--- config.mk ---
export PLATFORM = sky130hd
export DESIGN_NAME = usr_axil_ctrl
export DESIGN_NICKNAME = d
export VERILOG_FILES = /design/src/rtl/usr_axil_ctrl.sv
export SDC_FILE = /design/constraint.sdc
export NUM_CORES = 1
export LEC_CHECK = 0
export BUFFER_PORTS_ARGS = -buffer_cell sky130_fd_sc_hd__buf_2
export CELL_PAD_IN_SITES_DETAIL_PLACEMENT = 1
export CELL_PAD_IN_SITES_GLOBAL_PLACEMENT = 2
export CORE_AREA = 2 2 164 166
export CTS_CLUSTER_DIAMETER = 50
export DETAILED_ROUTE_END_ITERATION = 8
export DIE_AREA = 0 0 166 168
export PLACE_DENSITY_LB_ADDON = 0.1
export SYNTH_ARGS = -nofsm -noshare
export SYNTH_HDL_FRONTEND = slang
export SYNTH_SLANG_ARGS = --single-unit
--- constraint.sdc ---
create_clock -name clk -period 19.06 [get_ports clk]
set_input_delay 2.859 -clock clk [delete_from_list [all_inputs] [get_ports clk]]
set_output_delay 2.859 -clock clk [all_outputs]
set_load 0.02 [all_outputs]
--- src/rtl/usr_axil_ctrl.sv ---
// AXI-Lite control/status block for up to 8 compute engines: start pulses,
// busy/done capture, per-engine cycle counters and a maskable interrupt.
module usr_axil_ctrl #(
  parameter int NUM_ENG = 4,
  parameter int CNT_W   = 32,
  parameter int AXIL_AW = 32,
  parameter int AXIL_DW = 32
) (
  input  logic               clk,
  input  logic               rst,
  input  logic [AXIL_AW-1:0] s_axil_awaddr,
  input  logic               s_axil_awvalid,
  output logic               s_axil_awready,
  input  logic [AXIL_DW-1:0] s_axil_wdata,
  input  logic [3:0]         s_axil_wstrb,
  input  logic               s_axil_wvalid,
  output logic               s_axil_wready,
  output logic [1:0]         s_axil_bresp,
  output logic               s_axil_bvalid,
  input  logic               s_axil_bready,
  input  logic [AXIL_AW-1:0] s_axil_araddr,
  input  logic               s_axil_arvalid,
  output logic               s_axil_arready,
  output logic [AXIL_DW-1:0] s_axil_rdata,
  output logic [1:0]         s_axil_rresp,
  output logic               s_axil_rvalid,
  input  logic               s_axil_rready,
  output logic [NUM_ENG-1:0] start,
  input  logic [NUM_ENG-1:0] finish,
  output logic               usr_irq_req,
  input  logic               usr_irq_ack
);

  localparam logic [1:0]       RESP_OKAY   = 2'b00;
  localparam logic [1:0]       RESP_SLVERR = 2'b10;
  localparam logic [CNT_W-1:0] CNT_MAX     = '1;

  // Word offsets 0..3 are control/status, 8..8+NUM_ENG-1 are cycle counters.
  function automatic logic is_mapped(input logic [5:0] idx);
    return (idx < 6'd4) || ((idx >= 6'd8) && (idx < 6'(8 + NUM_ENG)));
  endfunction

  logic               aw_w_ready_r;
  logic               bvalid_r;
  logic [1:0]         bresp_r;
  logic               arready_r;
  logic               rvalid_r;
  logic [AXIL_DW-1:0] rdata_r;
  logic [1:0]         rresp_r;
  logic [NUM_ENG-1:0] start_r;
  logic [NUM_ENG-1:0] busy_r;
  logic [NUM_ENG-1:0] done_r;
  logic [NUM_ENG-1:0] done_q_r;
  logic [NUM_ENG-1:0] irq_en_r;
  logic               irq_pend_r;
  logic [CNT_W-1:0]   cnt_r [NUM_ENG];

  logic               wr_hs_s;
  logic               wr_en_s;
  logic               rd_hs_s;
  logic [5:0]         wr_idx_s;
  logic [5:0]         rd_idx_s;
  logic [NUM_ENG-1:0] start_set_s;
  logic [NUM_ENG-1:0] done_clr_s;
  logic [NUM_ENG-1:0] fin_s;
  logic [NUM_ENG-1:0] done_rise_s;
  logic [CNT_W-1:0]   cyc_sel_s;
  logic [AXIL_DW-1:0] rd_data_s;
  logic               unused_s;

  assign wr_hs_s     = aw_w_ready_r && s_axil_awvalid && s_axil_wvalid;
  assign wr_en_s     = wr_hs_s && s_axil_wstrb[0];
  assign rd_hs_s     = arready_r && s_axil_arvalid;
  assign wr_idx_s    = s_axil_awaddr[7:2];
  assign rd_idx_s    = s_axil_araddr[7:2];
  assign start_set_s = (wr_en_s && (wr_idx_s == 6'd0)) ? (s_axil_wdata[NUM_ENG-1:0] & ~busy_r) : '0;
  assign done_clr_s  = (wr_en_s && (wr_idx_s == 6'd2)) ? s_axil_wdata[NUM_ENG-1:0] : '0;
  assign fin_s       = finish & busy_r;
  assign done_rise_s = done_r & ~done_q_r & irq_en_r;
  assign unused_s    = ^{s_axil_awaddr, s_axil_araddr, s_axil_wdata, s_axil_wstrb};

  // Write channel: AW and W are only taken together, one transaction in flight.
  always_ff @(posedge clk or posedge rst) begin
    if (rst) begin
      aw_w_ready_r <= 1'b0;
      bvalid_r     <= 1'b0;
      bresp_r      <= RESP_OKAY;
    end else begin
      aw_w_ready_r <= s_axil_awvalid && s_axil_wvalid && !bvalid_r && !aw_w_ready_r;
      if (wr_hs_s) begin
        bvalid_r <= 1'b1;
        bresp_r  <= is_mapped(wr_idx_s) ? RESP_OKAY : RESP_SLVERR;
      end else if (s_axil_bready) begin
        bvalid_r <= 1'b0;
      end
    end
  end

  // Select the addressed cycle counter; unmatched offsets yield zero.
  always_comb begin
    cyc_sel_s = '0;
    for (int i = 0; i < NUM_ENG; i++) begin
      cyc_sel_s = (rd_idx_s == 6'(8 + i)) ? cnt_r[i] : cyc_sel_s;
    end
  end

  // Read data mux.
  always_comb begin
    rd_data_s = '0;
    case (rd_idx_s)
      6'd0:    rd_data_s = '0;
      6'd1:    rd_data_s[NUM_ENG-1:0] = busy_r;
      6'd2:    rd_data_s[NUM_ENG-1:0] = done_r;
      6'd3:    rd_data_s[NUM_ENG-1:0] = irq_en_r;
      default: rd_data_s[CNT_W-1:0] = cyc_sel_s;
    endcase
  end

  // Read channel: data is captured at the address handshake and held until taken.
  always_ff @(posedge clk or posedge rst) begin
    if (rst) begin
      arready_r <= 1'b0;
      rvalid_r  <= 1'b0;
      rdata_r   <= '0;
      rresp_r   <= RESP_OKAY;
    end else begin
      arready_r <= s_axil_arvalid && !rvalid_r && !arready_r;
      if (rd_hs_s) begin
        rvalid_r <= 1'b1;
        rdata_r  <= rd_data_s;
        rresp_r  <= is_mapped(rd_idx_s) ? RESP_OKAY : RESP_SLVERR;
      end else if (s_axil_rready) begin
        rvalid_r <= 1'b0;
      end
    end
  end

  // Engine status: finish beats a same-cycle W1C, and starts only land on idle engines.
  always_ff @(posedge clk or posedge rst) begin
    if (rst) begin
      start_r  <= '0;
      busy_r   <= '0;
      done_r   <= '0;
      done_q_r <= '0;
      irq_en_r <= '0;
    end else begin
      start_r  <= start_set_s;
      busy_r   <= (busy_r & ~fin_s) | start_set_s;
      done_r   <= (done_r & ~done_clr_s) | fin_s;
      done_q_r <= done_r;
      if (wr_en_s && (wr_idx_s == 6'd3)) begin
        irq_en_r <= s_axil_wdata[NUM_ENG-1:0];
      end
    end
  end

  // Cycle counters count every busy cycle, including the finish cycle, and saturate.
  always_ff @(posedge clk or posedge rst) begin
    if (rst) begin
      for (int i = 0; i < NUM_ENG; i++) begin
        cnt_r[i] <= '0;
      end
    end else begin
      for (int i = 0; i < NUM_ENG; i++) begin
        if (start_set_s[i]) begin
          cnt_r[i] <= '0;
        end else if (busy_r[i] && (cnt_r[i] != CNT_MAX)) begin
          cnt_r[i] <= cnt_r[i] + CNT_W'(1);
        end
      end
    end
  end

  // Interrupt pending: a fresh enabled done edge wins over a same-cycle ack.
  always_ff @(posedge clk or posedge rst) begin
    if (rst) begin
      irq_pend_r <= 1'b0;
    end else if (|done_rise_s) begin
      irq_pend_r <= 1'b1;
    end else if (usr_irq_ack) begin
      irq_pend_r <= 1'b0;
    end
  end

  assign s_axil_awready = aw_w_ready_r;
  assign s_axil_wready  = aw_w_ready_r;
  assign s_axil_bvalid  = bvalid_r;
  assign s_axil_bresp   = bresp_r;
  assign s_axil_arready = arready_r;
  assign s_axil_rvalid  = rvalid_r;
  assign s_axil_rdata   = rdata_r;
  assign s_axil_rresp   = rresp_r;
  assign start          = start_r;
  assign usr_irq_req    = irq_pend_r;

endmodule

==> results.json, run 1 <==
{
  "finalCritPeriodShare_pct": 25.04,
  "slew_viol_final": 0,
  "fill_cells": 2910,
  "routedWlPerCell_um": 22.61,
  "dr.max_layer_used": "met4",
  "dominantRegCellSynth": "dfrtp_1",
  "hold_buffers": 0,
  "switchingPower_mw": 0.2579,
  "p_seq_share_pct": 47.1,
  "status": "finished, final reports clean",
  "start_kind": "input port",
  "hold_path_end": "usr_irq_req",
  "path_cells": "buf_2, or4b_2, nor3_2, nand3_1, o211ai_1, o31ai_1",
  "crit_slowest_cell": "or4b_2",
  "grt_max_degree": 117,
  "cts_buffers": 17,
  "clk_pin_slew_worst_paths_ns": 0.07,
  "clock_tree.buffer_depth": 2,
  "whs_ns": 0.4316,
  "grt_pass1_vias": 8447,
  "netlist_area_um2": 10250,
  "synth_top_area_share_pct": 45.67,
  "die_area_um2": 27890,
  "grt_overflow": 0,
  "grt_setup_unrepaired": "false",
  "grt_use_total_pct": 22.74,
  "cts_tree": "built",
  "route.detailed.drc": 0,
  "finalSetupViolations": 0,
  "yosysMostFrequentCell": "dfrtp_1",
  "root_buffer": "clkbuf_16",
  "hold_viol": 0,
  "drv_cap": 0,
  "fmax_mhz": 209.5,
  "timing.rr.start": "s_axil_awready",
  "met1Wirelength_um": 15500,
  "intPower_mw": 0.6741,
  "antenna_cells": 0,
  "worstSetupEndpointType": "flop",
  "place.gp.congestion": 0.7755,
  "reg2reg_depth": 5,
  "p_leak_nw": 4.689,
  "ios": 158,
  "synth_top_area_cell": "dfrtp_1",
  "grt_pass1_wl_um": 49630,
  "synthXorXnorAreaFrac_pct": 3.590,
  "dr_wl_met2_um": 14260,
  "rr_endpoint": "cnt_r[102]",
  "ys_seq_elements": 187,
  "ys_warn_count": 0,
  "max_stage_delay_ns": 0.75,
  "syn_to_final_growth_pct": 11.58,
  "min_path_cells": 1,
  "power_density_nw_per_um2": 81.51,
  "htree_levels": 4,
  "critical_path_arrival_ns": 5.07,
  "met3_length_um": 851,
  "rows": 60,
  "drt.antenna.violating_nets": 0,
  "die_y_um": 168,
  "die_width_um": 166,
  "cts_setup_buffers": 0,
  "yosys.area_share.simple_pct": 22.01,
  "cts.sinks": 187,
  "min_path_type": "reg2reg",
  "clkPwrFrac_pct": 41.4,
  "antenna_found_initial": 0,
  "max_slew_margin_pct": 23.12,
  "ys_top_cells_by_count": "dfrtp_1 (187), nand2_1 (84), nand3_1 (55)",
  "syn_avg_cell_area_um2": 10.49,
  "ir_drop_mv": 0.04917,
  "core_um2": 26350,
  "min_from": "done_q_r[3]",
  "synth_compound_area_share_pct": 15.20,
  "fin_nets": 1135,
  "start_util_pct": 38.89,
  "crit_fanout": 11,
  "first_pass_iters": 5,
  "path_delay_family": "simple AND/OR/NAND/NOR gates",
  "wirelength_um": 30970,
  "synthMuxAreaShare_pct": 9.206,
  "p_comb_share_pct": 11.6,
  "portBuffers": 72,
  "num_vias": 8259,
  "swShare_pct": 27.67,
  "tightest_slew_ns": 1.153,
  "hpwl_um": 22360,
  "path_class": "in2reg",
  "drive_gt1_share_pct": 18.27,
  "ys_seq_area_share_pct": 45.67,
  "ctsResizeCount": 0,
  "synth_edf_count": 0,
  "synthAdderAreaFrac_pct": 0.4884,
  "detail_route.iter0.violations": 552,
  "synth-async-reset-ratio_pct": 100.0,
  "period_needed_ns": 4.773,
  "synth_cells": 977,
  "crit_buf_inv": 1,
  "setup_tns_ns": 0,
  "synth.distinct_cells": 71,
  "viasPerCell": 6.028,
  "clock_latency_ns": 0.44,
  "clock_skew_ns": 0.01538,
  "synth_top_family_by_area": "simple AND/OR/NAND/NOR gates",
  "cp.required_ns": 19.35,
  "synth.area.top_cells": "dfrtp_1 (46%), mux4_2 (6.8%), a22o_1 (3.1%)",
  "r2r_setup_slack_ns": 16.47
}
layout by cell type (no fill, tap or decap), types with 11 or more instances in the layout:
master     instances
o21ai_0           42
nand3_1           55
nand2_1           84
o211ai_1          16
a21oi_1           50
mux4_2            31
inv_1             18
nor2_1            53
nand4_1           34
buf_4             11
mux2i_1           14
a22o_1            36
buf_2             72
clkbuf_16         17
o31ai_1           31
nor3_1            14
and4_1            25
or4_1             21
or3_1             26
and3_1            18
dfrtp_1          187
xnor2_1           34
final cells by class:
class | count | area, µm² | share of cell area [%]
well taps | 341 | 426.7 | 3.732
repair buffers | 83 | 442.9 | 3.874
multi-input cells | 711 | 5192 | 45.41
clock buffers | 17 | 425.4 | 3.721
clock inverters | 12 | 187.7 | 1.641
flip-flops and latches | 187 | 4679 | 40.93
inverters | 19 | 78.83 | 0.6894
sequential cells by signal, summed over array words and instances, names as in the netlist:
| name | count |
|---|---|
| s_axil_arready | 1 |
| s_axil_bresp | 1 |
| usr_irq_req | 1 |
| s_axil_bvalid | 1 |
| done_q_r | 4 |
| start | 4 |
| s_axil_rresp | 1 |
| s_axil_rvalid | 1 |
| cnt_r | 128 |
| s_axil_rdata | 32 |
| s_axil_awready | 1 |
| done_r | 4 |
| irq_en_r | 4 |
| busy_r | 4 |
metal layers:
layer  global-route usage, %  vias to the layer above
li1                        -                     3815
met2                   35.52                      104
met1                   33.67                     4326
met5                       0                        -
met3                   3.338                       14
met4                   4.991                        0
power groups by stage:
stage | registers, mW | clock network (mW) | logic (mW)
floorplan | 0.444 | 0 | 0.0746
global placement | 0.445 | 0 | 0.106
detailed placement | 0.445 | 0 | 0.109
CTS | 0.438 | 0.394 | 0.109
global route | 0.441 | 0.409 | 0.120
finish | 0.439 | 0.386 | 0.108
metrics by stage:
step	area (µm²)	setup WS (ns)	std cells	power [mW]	utilization, %
final	11430	14.29	1370	0.9320	43.39
after global routing	11430	14.16	1370	0.9701	43.39
after CTS	11430	14.28	1370	0.9412	43.39
after detailed placement	10820	13.85	1341	0.5538	41.06
after global placement	10820	13.89	1341	0.5513	41.06
after floorplan	10250	11.12	978	0.5181	-
worst max-delay path by stage:
stage                startpoint          to  slack (ns)  depth (start not counted)
2_1_floorplan               rst   busy_r[0]       11.12                          1
3_3_place_gp   s_axil_awaddr[4]  cnt_r[102]       13.89                          6
3_5_place_dp   s_axil_awaddr[4]   cnt_r[99]       13.85                          6
4_1_cts        s_axil_awaddr[4]  cnt_r[102]       14.28                          6
5_1_grt        s_axil_awaddr[4]  cnt_r[102]       14.16                          6
6_report       s_axil_awaddr[4]  cnt_r[102]       14.29                          6
logic make-up (layout without fill, tap and decap cells):
logic type | Yosys count | after routing
other cells | 1 | 2
simple gates | 385 | 385
mux | 53 | 53
flops | 187 | 187
xor+xnor | 42 | 42
fa+ha+maj | 4 | 4
buf+inv | 80 | 131
compound gates | 225 | 225
Power figures use the tool's default switching activity.
==> inputs of run 2 (changes only) <==
ABC_AREA = 1   (was unset)
CORE_AREA = 2 2 208 210   (was 2 2 164 166)
DIE_AREA = 0 0 210 212   (was 0 0 166 168)
clock period = 4.36 ns   (was 19.06 ns; I/O delays follow)
==> run 2 against run 1 <==
Synthesized cell count increased by 88%. Setup slack worse by 13 ns. Clock skew shrank 0.00051 ns. Routed wire length is 54% higher. Total power rose to 4.0 times the previous value. Non-clock buffer count increased by 5. Clock power rose to 4.3 times the previous value. Register-to-register slack worse by 15 ns. Final area increased by 19%. Synthesized area increased by 18%. Core utilization shrank 12 points. Final cell count is 78% higher.
==> results.json, run 2 <==
{
  "synth.distinct_cells": 34,
  "ys_top_cells_by_count": "nand2_1 (645), nor2_1 (262), nand3_1 (260)",
  "routedWlPerCell_um": 19.55,
  "period_needed_ns": 2.603,
  "max_stage_delay_ns": 0.49,
  "crit_buf_inv": 1,
  "r2r_setup_slack_ns": 1.76,
  "ctsResizeCount": 0,
  "slew_viol_final": 0,
  "synth_top_area_cell": "dfrtp_1",
  "drive_gt1_share_pct": 8.778,
  "reg2reg_depth": 9,
  "whs_ns": 0.3201,
  "ios": 158,
  "drt.antenna.violating_nets": 0,
  "grt_setup_unrepaired": "false",
  "die_y_um": 212,
  "fin_nets": 1994,
  "grt_pass1_wl_um": 75040,
  "setup_ws_ns": 1.757,
  "crit_slowest_cell": "dfrtp_1",
  "dpl_worst_slack_ns": 1.318,
  "clock_latency_ns": 0.50,
  "portBuffers": 72,
  "place.gp.congestion": 0.8733,
  "min_from": "s_axil_bready",
  "post_dp_cell_area_um2": 12970,
  "crit_fanout": 22,
  "grt_max_degree": 62,
  "cp_common_cell": "nand2_2",
  "cts_tree": "built",
  "max_slew_margin_pct": 34.39,
  "num_vias": 11964,
  "cp.required_ns": 4.78,
  "clock_skew_ns": 0.01487,
  "top_register": "cnt_r",
  "finalSetupViolations": 0,
  "htree_levels": 4,
  "dominantRegCellSynth": "dfrtp_1",
  "die_area_um2": 44520,
  "status": "finished, final reports clean",
  "synth-async-reset-ratio_pct": 100.0,
  "path_class": "reg2reg",
  "drv_cap": 0,
  "ys_warn_count": 0,
  "finalCritPeriodShare_pct": 59.71,
  "syn_avg_cell_area_um2": 6.566,
  "viasPerCell": 4.907,
  "timing.rr.start": "cnt_r[96]",
  "wirelength_um": 47660,
  "final_common_cell": "nand2_1",
  "worstSetupEndpointType": "flop",
  "fill_cells": 5421,
  "syn_to_final_growth_pct": 12.19,
  "clock_tree.buffer_depth": 2,
  "ys_seq_area_share_pct": 38.73,
  "clk_pin_slew_worst_paths_ns": 0.08,
  "min_path_type": "in2reg",
  "grt_pass1_vias": 12530,
  "postLayoutCellArea_um2": 13550,
  "power_density_nw_per_um2": 276.3,
  "final_util_pct": 31.89,
  "grt_use_total_pct": 22.50,
  "min_path_cells": 2,
  "path_cells": "ha_1, inv_1, nor2_4, nand2_1, nor2_2, nand2_2, nand2_2, nand2_2, o21ai_1",
  "hold_buffers": 0,
  "root_buffer": "clkbuf_16",
  "synth_edf_count": 0,
  "die_width_um": 210,
  "setup_tns_ns": 0,
  "critical_path_arrival_ns": 3.02,
  "antenna_found_initial": 1,
  "hold_viol": 0,
  "cts_buffers": 17,
  "rows": 76,
  "synth.area.top_cells": "dfrtp_1 (39%), nand2_1 (20%), nand3_1 (11%)",
  "synth_cells": 1840,
  "final_cell_mix": "nand2_1 (642), nand3_1 (260), nor2_1 (259)",
  "fmax_mhz": 384.1,
  "core_um2": 42510,
  "start_kind": "flop",
  "first_pass_iters": 5,
  "cts.sinks": 187,
  "ys_seq_elements": 187,
  "hpwl_um": 36450,
  "cts_setup_buffers": 0,
  "start_util_pct": 28.42,
  "path_delay_family": "simple AND/OR/NAND/NOR gates",
  "grt_overflow": 0,
  "largest_reg_flops": 128,
  "route.detailed.drc": 0,
  "tightest_slew_ns": 0.9821,
  "detail_route.iter0.violations": 640,
  "ir_drop_mv": 0.2359,
  "synth_top_area_share_pct": 38.73,
  "hold_path_end": "s_axil_bvalid",
  "p_leak_nw": 6.423,
  "netlist_area_um2": 12080,
  "rr_endpoint": "cnt_r[96]",
  "yosysMostFrequentCell": "nand2_1"
}
[run 2: cell count changes in the layout (fill, tap and decap cells not counted), sizes merged, moves of 36 or more]
cell and change:
a22o -36, inv +124, nand2 +572, nand3 +205, nor2 +218, xor2 +46
[run 2: report_power, final]
part / switching (mW) / total (mW) / internal, mW
clock: 0.797 / 1.66 / 0.863
sequential: 0.0545 / 1.83 / 1.78
combinational: 0.179 / 0.253 / 0.0741
total: 1.03 / 3.74 / 2.72
[run 2: area by class of cell]
| type | instances | area (µm²) | area share (%) |
|---|---|---|---|
| Inverter | 146 | 554.3 | 4.089 |
| Timing Repair Buffer | 88 | 505.5 | 3.729 |
| Clock buffer | 19 | 442.9 | 3.268 |
| Sequential cell | 187 | 4679 | 34.52 |
| Antenna cell | 1 | 2.502 | 0.01846 |
| Multi-Input combinational cell | 1438 | 6545 | 48.29 |
| Clock inverter | 13 | 141.4 | 1.043 |
| Tap cell | 546 | 683.2 | 5.040 |
[run 2: worst max path at each step]
stage / start / end / slack, ns / cells past startpoint
floorplan: rst / busy_r[0] / 1.30 / 1
global placement: s_axil_awaddr[6] / cnt_r[28] / 1.32 / 9
detailed placement: s_axil_awaddr[6] / cnt_r[30] / 1.32 / 9
CTS: cnt_r[96] / cnt_r[96] / 1.71 / 9
global route: s_axil_awready / cnt_r[20] / 1.47 / 9
finish: cnt_r[96] / cnt_r[96] / 1.76 / 9
[run 2: cells by family (layout without fill, tap and decap cells)]
kind of cell    Yosys count  in the layout  share of synthesized area, %
simple gates           1269           1269                         44.55
fa+ha+maj                 4              4                        0.4143
xor+xnor                 60             60                         4.350
other cells               1              3                       0.03104
flops                   187            187                         38.73
compound gates          103            103                         4.350
buf+inv                 216            266                         7.570
[run 2: layer usage]
layer | vias up | GRT usage (%) | share of wire, %
met4 | 0 | 9.146 | 3.3
li1 | 5959 | - | -
met3 | 51 | 3.368 | 2.5
met1 | 5806 | 31.41 | 51
met2 | 148 | 34.88 | 44
met5 | - | 0 | 0
[run 2: worst register-to-register path, cell delays in order, from the launching register on]
cell and delay, ns:
dfrtp_1 0.49, ha_1 0.27, inv_1 0.10, nor2_4 0.21, nand2_1 0.14, nor2_2 0.29
nand2_2 0.15, nand2_2 0.43, nand2_2 0.25, o21ai_1 0.20
[run 2: stage by stage]
stage / power [mW] / cells
5_1_grt: 3.898 / 2437
3_5_place_dp: 2.124 / 2405
2_1_floorplan: 2.011 / 1841
4_1_cts: 3.819 / 2437
3_3_place_gp: 2.122 / 2405
6_report: 3.745 / 2438
